$ cat config.mk
export PLATFORM = sky130hd
export DESIGN_NAME = mult_booth_seq
export DESIGN_NICKNAME = d
export VERILOG_FILES = /design/src/rtl/mult_pkg.sv /design/src/rtl/mult_booth_decode.sv /design/src/rtl/mult_booth_seq.sv
export SDC_FILE = /design/constraint.sdc
export NUM_CORES = 1
export LEC_CHECK = 0
export ABC_AREA = 1
export BUFFER_PORTS_ARGS = -buffer_cell sky130_fd_sc_hd__buf_2
export CAP_MARGIN = 30
export CORE_UTILIZATION = 50
export DETAILED_ROUTE_END_ITERATION = 10
export PLACE_DENSITY = 0.79
export SETUP_SLACK_MARGIN = 0.5
export SYNTH_ARGS = -nofsm -noshare
export SYNTH_HDL_FRONTEND = slang
export SYNTH_SLANG_ARGS = --single-unit
$ cat constraint.sdc
create_clock -name clock -period 3.6 [get_ports clock]
set_input_delay 0.9 -clock clock [delete_from_list [all_inputs] [get_ports clock]]
set_output_delay 0.9 -clock clock [all_outputs]
set_load 0.02 [all_outputs]
$ cat src/rtl/mult_pkg.sv
// mult_pkg: shared width, iteration count and state encoding for the Booth multiplier.
package mult_pkg;
  localparam int MULT_WIDTH = 32;
  localparam int MULT_ITERS = 32;
  localparam int MULT_CNT_W = $clog2(MULT_ITERS);
  typedef enum logic [1:0] {IDLE, RUN, DONE} state_t;
endpackage

$ cat src/rtl/mult_booth_decode.sv
// booth_decode: radix-2 Booth recoding of {Q[0], q_1} into add/subtract enables.
module booth_decode (
  input  logic i_q0,
  input  logic i_q1,
  output logic o_add_en,
  output logic o_sub_en
);
  assign o_add_en = ~i_q0 & i_q1;
  assign o_sub_en = i_q0 & ~i_q1;
endmodule

$ cat src/rtl/mult_booth_seq.sv
// mult_booth_seq: 32-cycle signed radix-2 Booth multiplier driving a shared external adder.
// MULT_OVF_EN enables the signed 32-bit overflow exception; otherwise data_exception is 0.
module mult_booth_seq
  import mult_pkg::*;
(
  input  logic                  clock,
  input  logic                  reset,
  input  logic                  ctrl_mult,
  input  logic [MULT_WIDTH-1:0] data_operandA,
  input  logic [MULT_WIDTH-1:0] data_operandB,
  output logic [MULT_WIDTH-1:0] data_result,
  output logic                  data_exception,
  output logic                  data_resultRDY,
  output logic                  busy,
  output logic [MULT_WIDTH-1:0] add_x,
  output logic [MULT_WIDTH-1:0] add_y,
  output logic                  add_cin,
  input  logic [MULT_WIDTH-1:0] add_sum,
  input  logic                  add_ovf
);
  localparam int PW = 2 * MULT_WIDTH + 1;
  state_t                r_state, w_next;
  logic [PW-1:0]         r_p, w_p_next;
  logic [MULT_WIDTH-1:0] r_m, r_result;
  logic [MULT_CNT_W-1:0] r_cnt;
  logic                  r_exc, w_exc, w_run, w_start, w_last, w_add_en, w_sub_en, w_sgn;

  assign w_run   = (r_state == RUN);
  assign w_start = ctrl_mult && !w_run;
  assign w_last  = w_run && (r_cnt == MULT_CNT_W'(MULT_ITERS - 1));

  booth_decode u_dec (
    .i_q0    (r_p[1]),
    .i_q1    (r_p[0]),
    .o_add_en(w_add_en),
    .o_sub_en(w_sub_en)
  );

  assign add_x   = w_run ? r_p[PW-1:MULT_WIDTH+1] : '0;
  assign add_y   = !w_run ? '0 : w_sub_en ? ~r_m : w_add_en ? r_m : '0;
  assign add_cin = w_run & w_sub_en;
  // The adder's overflow flag recovers the true 33-bit sign of ACC +/- M.
  assign w_sgn    = add_sum[MULT_WIDTH-1] ^ add_ovf;
  assign w_p_next = {w_sgn, add_sum, r_p[MULT_WIDTH:1]};

`ifdef MULT_OVF_EN
  assign w_exc = (w_p_next[PW-1:MULT_WIDTH+1] != {MULT_WIDTH{w_p_next[MULT_WIDTH]}});
`else
  assign w_exc = 1'b0;
`endif

  always_comb begin
    w_next = w_start ? RUN : w_last ? DONE : (r_state == DONE) ? IDLE : r_state;
  end

  always_ff @(posedge clock or negedge reset) begin
    if (!reset) r_state <= IDLE;
    else        r_state <= w_next;
  end

  always_ff @(posedge clock or negedge reset) begin
    if (!reset) begin
      r_p      <= '0;
      r_m      <= '0;
      r_cnt    <= '0;
      r_result <= '0;
      r_exc    <= 1'b0;
    end else if (w_start) begin
      r_m   <= data_operandA;
      r_p   <= {{MULT_WIDTH{1'b0}}, data_operandB, 1'b0};
      r_cnt <= '0;
    end else if (w_run) begin
      r_p   <= w_p_next;
      r_cnt <= r_cnt + 1'b1;
      if (w_last) begin
        r_result <= w_p_next[MULT_WIDTH:1];
        r_exc    <= w_exc;
      end
    end
  end

  assign data_result    = r_result;
  assign data_exception = r_exc;
  assign data_resultRDY = (r_state == DONE);
  assign busy           = w_run;
endmodule
# After elaboration in Yosys (flattened, before gate mapping)
# Cells that the tools add are included.
# W data, S select, Z words.
word_totals:
  reg_bits: 136
  in_bits: 100
  word_cells: 34
classes:
  addsub: 1
  n_eq_ne: 3
  n_mux: 11
  bitwise: 8
  n_reduce_logical: 6
op_table:
  columns: ["operator", "count"]
  rows:
  - ["$mux W65", 2]
  - ["$mux W32", 4]
  - ["$not A32 Y32", 1]
  - ["$mux W5", 2]
  - ["$mux W2", 3]
  - ["$add A5 B1 Y5 const B", 1]
  - ["$eq A5 B5 Y1 const B", 1]
  - ["$and A1 B1 Y1", 3]
  - ["$not A1 Y1", 3]
  - ["$reduce_and A3 Y1", 1]
  - ["$reduce_bool A3 Y1", 1]
  - ["$eq A2 B1 Y1 const B", 1]
  - ["$eq A2 B2 Y1 const B", 1]
  - ["$logic_and A1 B1 Y1", 2]
  - ["$reduce_bool A2 Y1", 1]
  - ["$logic_not A1 Y1", 1]
  - ["$xor A1 B1 Y1", 1]

# Longest topological paths before layout
# Gate-level depths: netlist (run 1).
depth:
  word_depth: 5
  mapped_depth: 9
  depth_no_buf: 7

# By module
# Synthesis (run 1) repeated with hierarchy kept, for this count alone.
unflattened:
  hier_cells: 751
  area_unflattened_um2: 6045.8
modules_own_cells:
  columns: ["mod", "instances", "cells_each", "area_each_um2", "seq_area_each_um2"]
  rows:
  - ["mult_booth_seq", 1, 747, 6030.8, 3403.3]
  - ["booth_decode", 1, 4, 15.0, 0.0]

# Worst setup path before layout (run 1)
# OpenSTA, ideal clock, no wires.
synth_timing:
  path_type: "register to output"
  from: "register r_p[1]"
  to: "output port add_y[10]"
  arrival_time_ps: 1259
  t_required_ps: 2700
  path_slack_ps: 1441
  path_stages_with_launch: 6
  path_buffers: 1
  cell_sequence: "dfrtp_1 > inv_1 > nor2_1 > clkbuf_1 > o21ai_0 > nor2_1"
synth_between:
  elab_chain_len: 5
  elab_cells_between_ends: 6
  cone_classes: "mux: 3; bitwise: 3"
synth_lines:
  columns: ["element", "line", "rtl"]
  rows:
  - ["start, declared", "mult_booth_seq.sv:23", "logic [PW-1:0] r_p, w_p_next;"]
  - ["start signal, assigned", "mult_booth_seq.sv:70", "r_p <= {{MULT_WIDTH{1'b0}}, data_operandB, 1'b0};"]
  - ["start signal, assigned", "mult_booth_seq.sv:73", "r_p <= w_p_next;"]
  - ["$not A1 Y1", "mult_booth_decode.sv:8", "assign o_add_en = ~i_q0 & i_q1;"]
  - ["$and A1 B1 Y1", "mult_booth_decode.sv:8", null]
  - ["$mux W32", "mult_booth_seq.sv:40", "assign add_y = !w_run ? '0 : w_sub_en ? ~r_m : w_add_en ? r_m : '0;"]
  - ["$mux W32 * (2 in a row)", "mult_booth_seq.sv:40", null]
  - ["end, declared", "mult_booth_seq.sv:16", "output logic [MULT_WIDTH-1:0] add_y,"]
# Mark *: on every way between the ends. The rest lies on a longest branch, timed or not.

# Worst setup path in the final report (run 1)
layout_timing:
  from: "register r_state[1]"
  to: "output port add_cin"
layout_between:
  elab_chain_len: 2
layout_lines:
  columns: ["element", "line", "rtl"]
  rows:
  - ["start, declared", "mult_booth_seq.sv:22", "state_t r_state, w_next;"]
  - ["start signal, assigned", "mult_booth_seq.sv:58", "else r_state <= w_next;"]
  - ["$eq A2 B1 Y1", "mult_booth_seq.sv:28", "assign w_run = (r_state == RUN);"]
  - ["$and A1 B1 Y1", "mult_booth_seq.sv:41", "assign add_cin = w_run & w_sub_en;"]
  - ["end, declared", "mult_booth_seq.sv:17", "output logic add_cin,"]
# No other way between the ends.

==> results of run 1 <==
## per-layer routing
metal | global-route usage [%] | up-vias | part of all wire, %
li1 | - | 2801 | -
met1 | 30.6 | 2636 | 44
met2 | 38.9 | 200 | 48
met3 | 6.59 | 27 | 6.4
met4 | 10.3 | 0 | 2.0
met5 | 0 | - | 0
## Yosys cell counts
library cell | number | area, sq um
a21oi_1 | 1 | 5.00
nor2_4 | 1 | 11.3
nand2_1 | 206 | 773
nand2_2 | 1 | 6.26
o22ai_1 | 1 | 6.26
inv_1 | 72 | 270
buf_6 | 1 | 11.3
o21ai_1 | 31 | 155
o21ai_0 | 68 | 340
conb_1 | 1 | 3.75
buf_2 | 20 | 100
inv_2 | 3 | 11.3
o31ai_1 | 1 | 7.51
nor3_1 | 1 | 5.00
nand2_4 | 1 | 11.3
ha_1 | 2 | 25.0
nand3_1 | 97 | 485
nor2_1 | 105 | 394
dfrtp_1 | 136 | 3400
buf_4 | 12 | 90.1
clkbuf_1 | 18 | 67.6
## final cells by class
| type | instances | share of cell area [%] |
|---|---|---|
| sequential | 136 | 43.7 |
| tap | 147 | 2.36 |
| timing repair buffer | 211 | 14.5 |
| inverter | 75 | 3.62 |
| clock buffer | 20 | 5.87 |
| multi-input combinational | 518 | 28.8 |
| clock inverter | 12 | 1.17 |
## flip-flops by register name (all words and copies together) (netlist names)
| register | flops |
|---|---|
| r_m | 32 |
| r_p | 65 |
| r_state | 2 |
| data_result | 32 |
| r_cnt | 5 |
## metrics by stage
step / hold slack [ns] / cell area (sq um)
after floorplan: 0.448 / 6180
after global placement: 0.452 / 7200
after detailed placement: 0.455 / 7200
after CTS: 0.473 / 7750
after global routing: 0.472 / 7780
final: 0.437 / 7780
## worst max-delay path, stage by stage (launching register included)
cell	delay [ns]
dfrtp_1	0.46
inv_2	0.12
nand2_4	0.40
nor3_1	0.35
buf_2	0.24
## logic make-up after synthesis
logic type | share of synthesized area (%)
AO/OA/AOI/OAI | 8.32
buffers and inverters | 8.90
other | 0.0606
AND/OR/NAND/NOR | 27.3
adder cells (fa/ha/maj) | 0.405
flip-flops | 55.0
## worst paths after layout
check | start | end | slack, ns | depth (start not counted)
max | r_state[1]$_DFFE_PN0P_ | add_cin | 0.69 | 4
min | reset | r_p[8]$_DFFE_PN0P_ | 0.44 | 1
max reg2reg | r_state[1]$_DFFE_PN0P_ | r_m[4]$_DFFE_PN0P_ | 1.13 | 7
min reg2reg | data_result[9]$_DFFE_PN0P_ | data_result[9]$_DFFE_PN0P_ | 0.47 | 2
max in group asynchronous | reset | r_p[61]$_DFFE_PN0P_ | 2.23 | 3
min in group clock | data_result[9]$_DFFE_PN0P_ | data_result[9]$_DFFE_PN0P_ | 0.47 | 2
## cells in the final DEF, fill, tap and decap left out, types with 3 or more instances in the layout
cell       Yosys  routed
clkinv_2       0       3
buf_4         12      11
o21ai_0       68      68
inv_2          3       3
nand3_1       97      97
clkinv_4       0       3
o21ai_1       31      31
clkbuf_16      0      17
inv_1         72      72
dfrtp_1      136     136
inv_6          0       4
nor2_2         0       3
buf_2         20     197
nor2_1       105     103
nand2_1      206     206
## where the power goes
part	switching [W]	total (W)	internal, W
clock network	0.000669	0.00159	0.000923
registers	0.000369	0.00253	0.00216
logic	0.00216	0.00324	0.00108
total	0.00320	0.00736	0.00416
==> flow_summary.ini, run 1 <==
[synth]
netlist_instances = 779
syn_avg_cell_area_sq_um = 7.94
synth_cell_types = 21
ys_seq_elements = 136
seq_area_frac_synth_pct = 55.0
yosysWarnings = 0
synth_area_sq_mm = 0.00618
synth_nets = 881

[status]
status = finished, final reports clean

[critical_path]
end_kind = primary output
worstSetupPathType = flop to primary output
worstPathArrival_ns = 2.01
crit_fanout = 71
worst_ep_required_time_ns = 2.70
worstSetupStartpointType = flop

[clock_network]
cts_tree = yes
cts_sinks = 136
cts_buffers = 17
cts_root_buf = clkbuf_16
post_cts_buffers = 0
clk_latency_ns = 0.43
cts_buffer_depth = 2
ctsResizeCount = 0
htree_num_levels = 4
clk_pin_slew_ns = 0.06
ctsHoldBuffers = 0

[global_routing]
grt_pass1_vias = 5271
grt.overflow.total = 0
track_usage_pct = 24.1
grt_pass1_wl_um = 24400
grt_max_degree = 109
antenna_found_initial = 0

[sta]
slew_viol_final = 0
post-route-period-util_pct = 80.7
final.setup.worst_slack_ns = 0.694
max_freq_mhz = 344
fin_crit_ns = 2.91
worst_pin_slew_ns = 0.755
setup_tns_ns = 0
rsz0062_at_grt = no
finalSetupViolations = 0
slew_headroom_pct = 49.6
finalHoldViolCount = 0
finClkSkew_ns = 0.0216

[cells_and_area]
fillers = 1058
finalNonFillerCells = 1119
layout-drive-gt1-share_pct = 25.8
diodes = 0
multi_input_area_sq_mm = 0.00224
regArea_sq_mm = 0.00340
syn2layout_area_growth_pct = 25.9
nets = 1061
final_util_pct = 64.8

[route]
wire_per_inst_um = 13.4
vias_per_cell = 5.06
first_pass_iters = 6
vias = 5664
dr.first_iter.drc_count = 514
drt_wl_total_um = 15000
ant_nets = 0
drc = 0

[job]
max_cap_violations = 0

[floorplanning]
die_y_um = 113
start_util_pct = 51.5
dieArea_sq_mm = 0.0128
die_w_um = 113
fp-row-count = 40
io_pins = 200
core_sq_mm = 0.0120

[pwr]
leakage_nw = 4.29
ir_drop_v = 0.000422
power_w = 0.00736
power_density_mw_per_mm2 = 946

[placed_design]
gp_congestion = 0.783
hpwl_um = 9640
place.port_buffers = 198
dp.cells = 1085
dp_slack_ns = 1.03

[hold_path]
min_path_type = input pin to asynchronous set/reset pin
No activity file was read; power rests on OpenSTA's default activity.
==> run 2: changes to the inputs <==
--- a/config.mk
+++ b/config.mk
@@ -8,9 +8,9 @@
 export ABC_AREA = 1
 export BUFFER_PORTS_ARGS = -buffer_cell sky130_fd_sc_hd__buf_2
 export CAP_MARGIN = 30
-export CORE_UTILIZATION = 50
+export CORE_UTILIZATION = 46
 export DETAILED_ROUTE_END_ITERATION = 10
-export PLACE_DENSITY = 0.79
+export PLACE_DENSITY = 0.76
 export SETUP_SLACK_MARGIN = 0.5
 export SYNTH_ARGS = -nofsm -noshare
 export SYNTH_HDL_FRONTEND = slang
==> constraint.sdc (replaced) <==
create_clock -name clock -period 2.6 [get_ports clock]
set_input_delay 0.65 -clock clock [delete_from_list [all_inputs] [get_ports clock]]
set_output_delay 0.65 -clock clock [all_outputs]
set_load 0.02 [all_outputs]
==> flow_summary.ini, run 2 (synthesis gave the netlist of run 1 again) <==
[route]
wire_per_inst_um = 15.3
vias = 6120
vias_per_cell = 5.17
drc = 0
first_pass_iters = 7
drt_wl_total_um = 18100
ant_nets = 0
dr.first_iter.drc_count = 469

[clock_network]
htree_num_levels = 4
cts_root_buf = clkbuf_16
cts_buffers = 17
clk_latency_ns = 0.42
cts_sinks = 136
clk_pin_slew_ns = 0.06
cts_tree = yes
cts_buffer_depth = 2

[critical_path]
end_kind = primary output
worstSetupPathType = flop to primary output
critPathMaxStageDelay_ns = 0.44
worstPathArrival_ns = 1.70
crit_slowest_cell = dfrtp_2
reg2reg_to = r_m[18]$_DFFE_PN0P_
worstSetupStartpointType = flop
worstPathCellList = nor2_4, buf_12, clkbuf_16, o21ai_1, nor2_1, buf_4
crit_fanout = 8
ff2ff_setup_slack_ns = 0.68
worst_ep_required_time_ns = 1.95
worst_r2r_startpoint = r_state[1]$_DFFE_PN0P_
cp-startpoint = r_p[0]$_DFFE_PN0P_
rr_worst_depth = 9

[sta]
setup_tns_ns = 0
slew_headroom_pct = 53.5
max_freq_mhz = 426
slew_viol_final = 0
rsz0062_at_grt = yes
finalSetupViolations = 0
post-route-period-util_pct = 90.3
finalHoldViolCount = 0
worst_pin_slew_ns = 0.696
fin_crit_ns = 2.35
finClkSkew_ns = 0.00436

[cells_and_area]
regMostFlops = r_p
final_common_cell = nand2_1
diodes = 0
mostFrequentLayoutCells = nand2_1 (206), dfrtp_1 (134), buf_2 (134)
largest_register_ffs = 65
nets = 1101
syn2layout_area_growth_pct = 46.2
layout-drive-gt1-share_pct = 34.1
stdcell_area_sq_mm = 0.00904

[hold_path]
min_path_type = input pin to asynchronous set/reset pin

[global_routing]
grt_max_degree = 66
grt_pass1_wl_um = 26800
grt_pass1_vias = 5474
antenna_found_initial = 0
track_usage_pct = 24.6
grt.overflow.total = 0

[pwr]
leakage_nw = 4.75
power_density_mw_per_mm2 = 1360
ir_drop_v = 0.000622
p_clk_share_pct = 19.4
power_frac_seq_pct = 28.8
pwr-share-comb_pct = 51.8
swShare_pct = 41.4
p_int_w = 0.00719
switchingPower_w = 0.00508

[floorplanning]
fp-row-count = 41
die_y_um = 118
die_w_um = 118
start_util_pct = 48.0
core_sq_mm = 0.0129
io_pins = 200
dieArea_sq_mm = 0.0139

[placed_design]
placed_cell_area_sq_mm = 0.00729
hpwl_um = 10100
gp_congestion = 0.797
place.port_buffers = 198

[job]
max_cap_violations = 0

[status]
status = finished, final reports clean
[run 2: cell count changes in the layout (fill, tap and decap cells not counted), sizes merged, moves of 2 or more]
cell | previous run | this run
buf | 211 | 243
bufinv | 0 | 2
clkbuf | 20 | 23
clkinvlp | 2 | 4
inv | 79 | 74
nand2 | 208 | 214
[run 2: worst max-delay path by stage]
stage                      endpoint  cells after the start
final                      add_y[7]                      6
after detailed placement  add_y[16]                      6
after floorplan           add_y[10]                      5
after global placement    add_y[27]                      6
after global routing       add_y[5]                      6
after CTS                 add_y[19]                      7
[run 2: metrics by stage]
step | utilization [%] | total power (W) | hold slack, ns | cells | worst slack, ns
after floorplan | - | 0.00659 | 0.354 | 779 | 0.691
after global placement | 56.6 | 0.00792 | 0.452 | 1114 | 0.545
after detailed placement | 56.6 | 0.00801 | 0.453 | 1114 | 0.424
after CTS | 64.9 | 0.0113 | 0.181 | 1164 | 0.295
after global routing | 70.2 | 0.0130 | 0.194 | 1184 | 0.174
final | 70.2 | 0.0123 | 0.174 | 1184 | 0.252
[run 2: area by class of cell]
type	instances	area, sq um
Clock buffer	21	470
Clock inverter	11	123
Fill cell	988	3840
Inverter	75	308
Multi-Input combinational cell	523	2610
Sequential cell	136	3410
Tap cell	172	215
Timing Repair Buffer	245	1900
Timing Repair inverter	1	16.3
[run 2: worst max-delay path: cells and delay by family (launching register included)]
family / cells / cell delay (ns)
buf+inv: 3 / 0.45
compound gates: 1 / 0.05
simple gates: 2 / 0.33
flops: 1 / 0.44
[run 2: power groups by stage]
stage / clock network [W] / registers (W) / logic, W
floorplan: 0 / 0.00362 / 0.00297
global route: 0.00252 / 0.00363 / 0.00683
global placement: 0 / 0.00348 / 0.00444
detailed placement: 0 / 0.00349 / 0.00452
CTS: 0.00242 / 0.00348 / 0.00541
finish: 0.00238 / 0.00353 / 0.00635
[run 2: per-layer routing]
| metal | part of all wire (%) | wire (um) | GRT usage [%] |
|---|---|---|---|
| met1 | 42 | 7700 | 32.4 |
| met2 | 49 | 8940 | 39.2 |
| met3 | 5.8 | 1050 | 4.99 |
| met4 | 2.4 | 433 | 10.5 |
| met5 | 0 | 0 | 0 |
[run 2: timing repair]
action                                  in CTS  in global routing
buffers inserted                            11                 12
hold endpoints to repair                     0                  0
endpoints found under the setup margin      66                 66
pin swaps                                   12                 22
hold buffers                                 0                  0
gates cloned                                 7                  8
gates resized for setup                     72                143
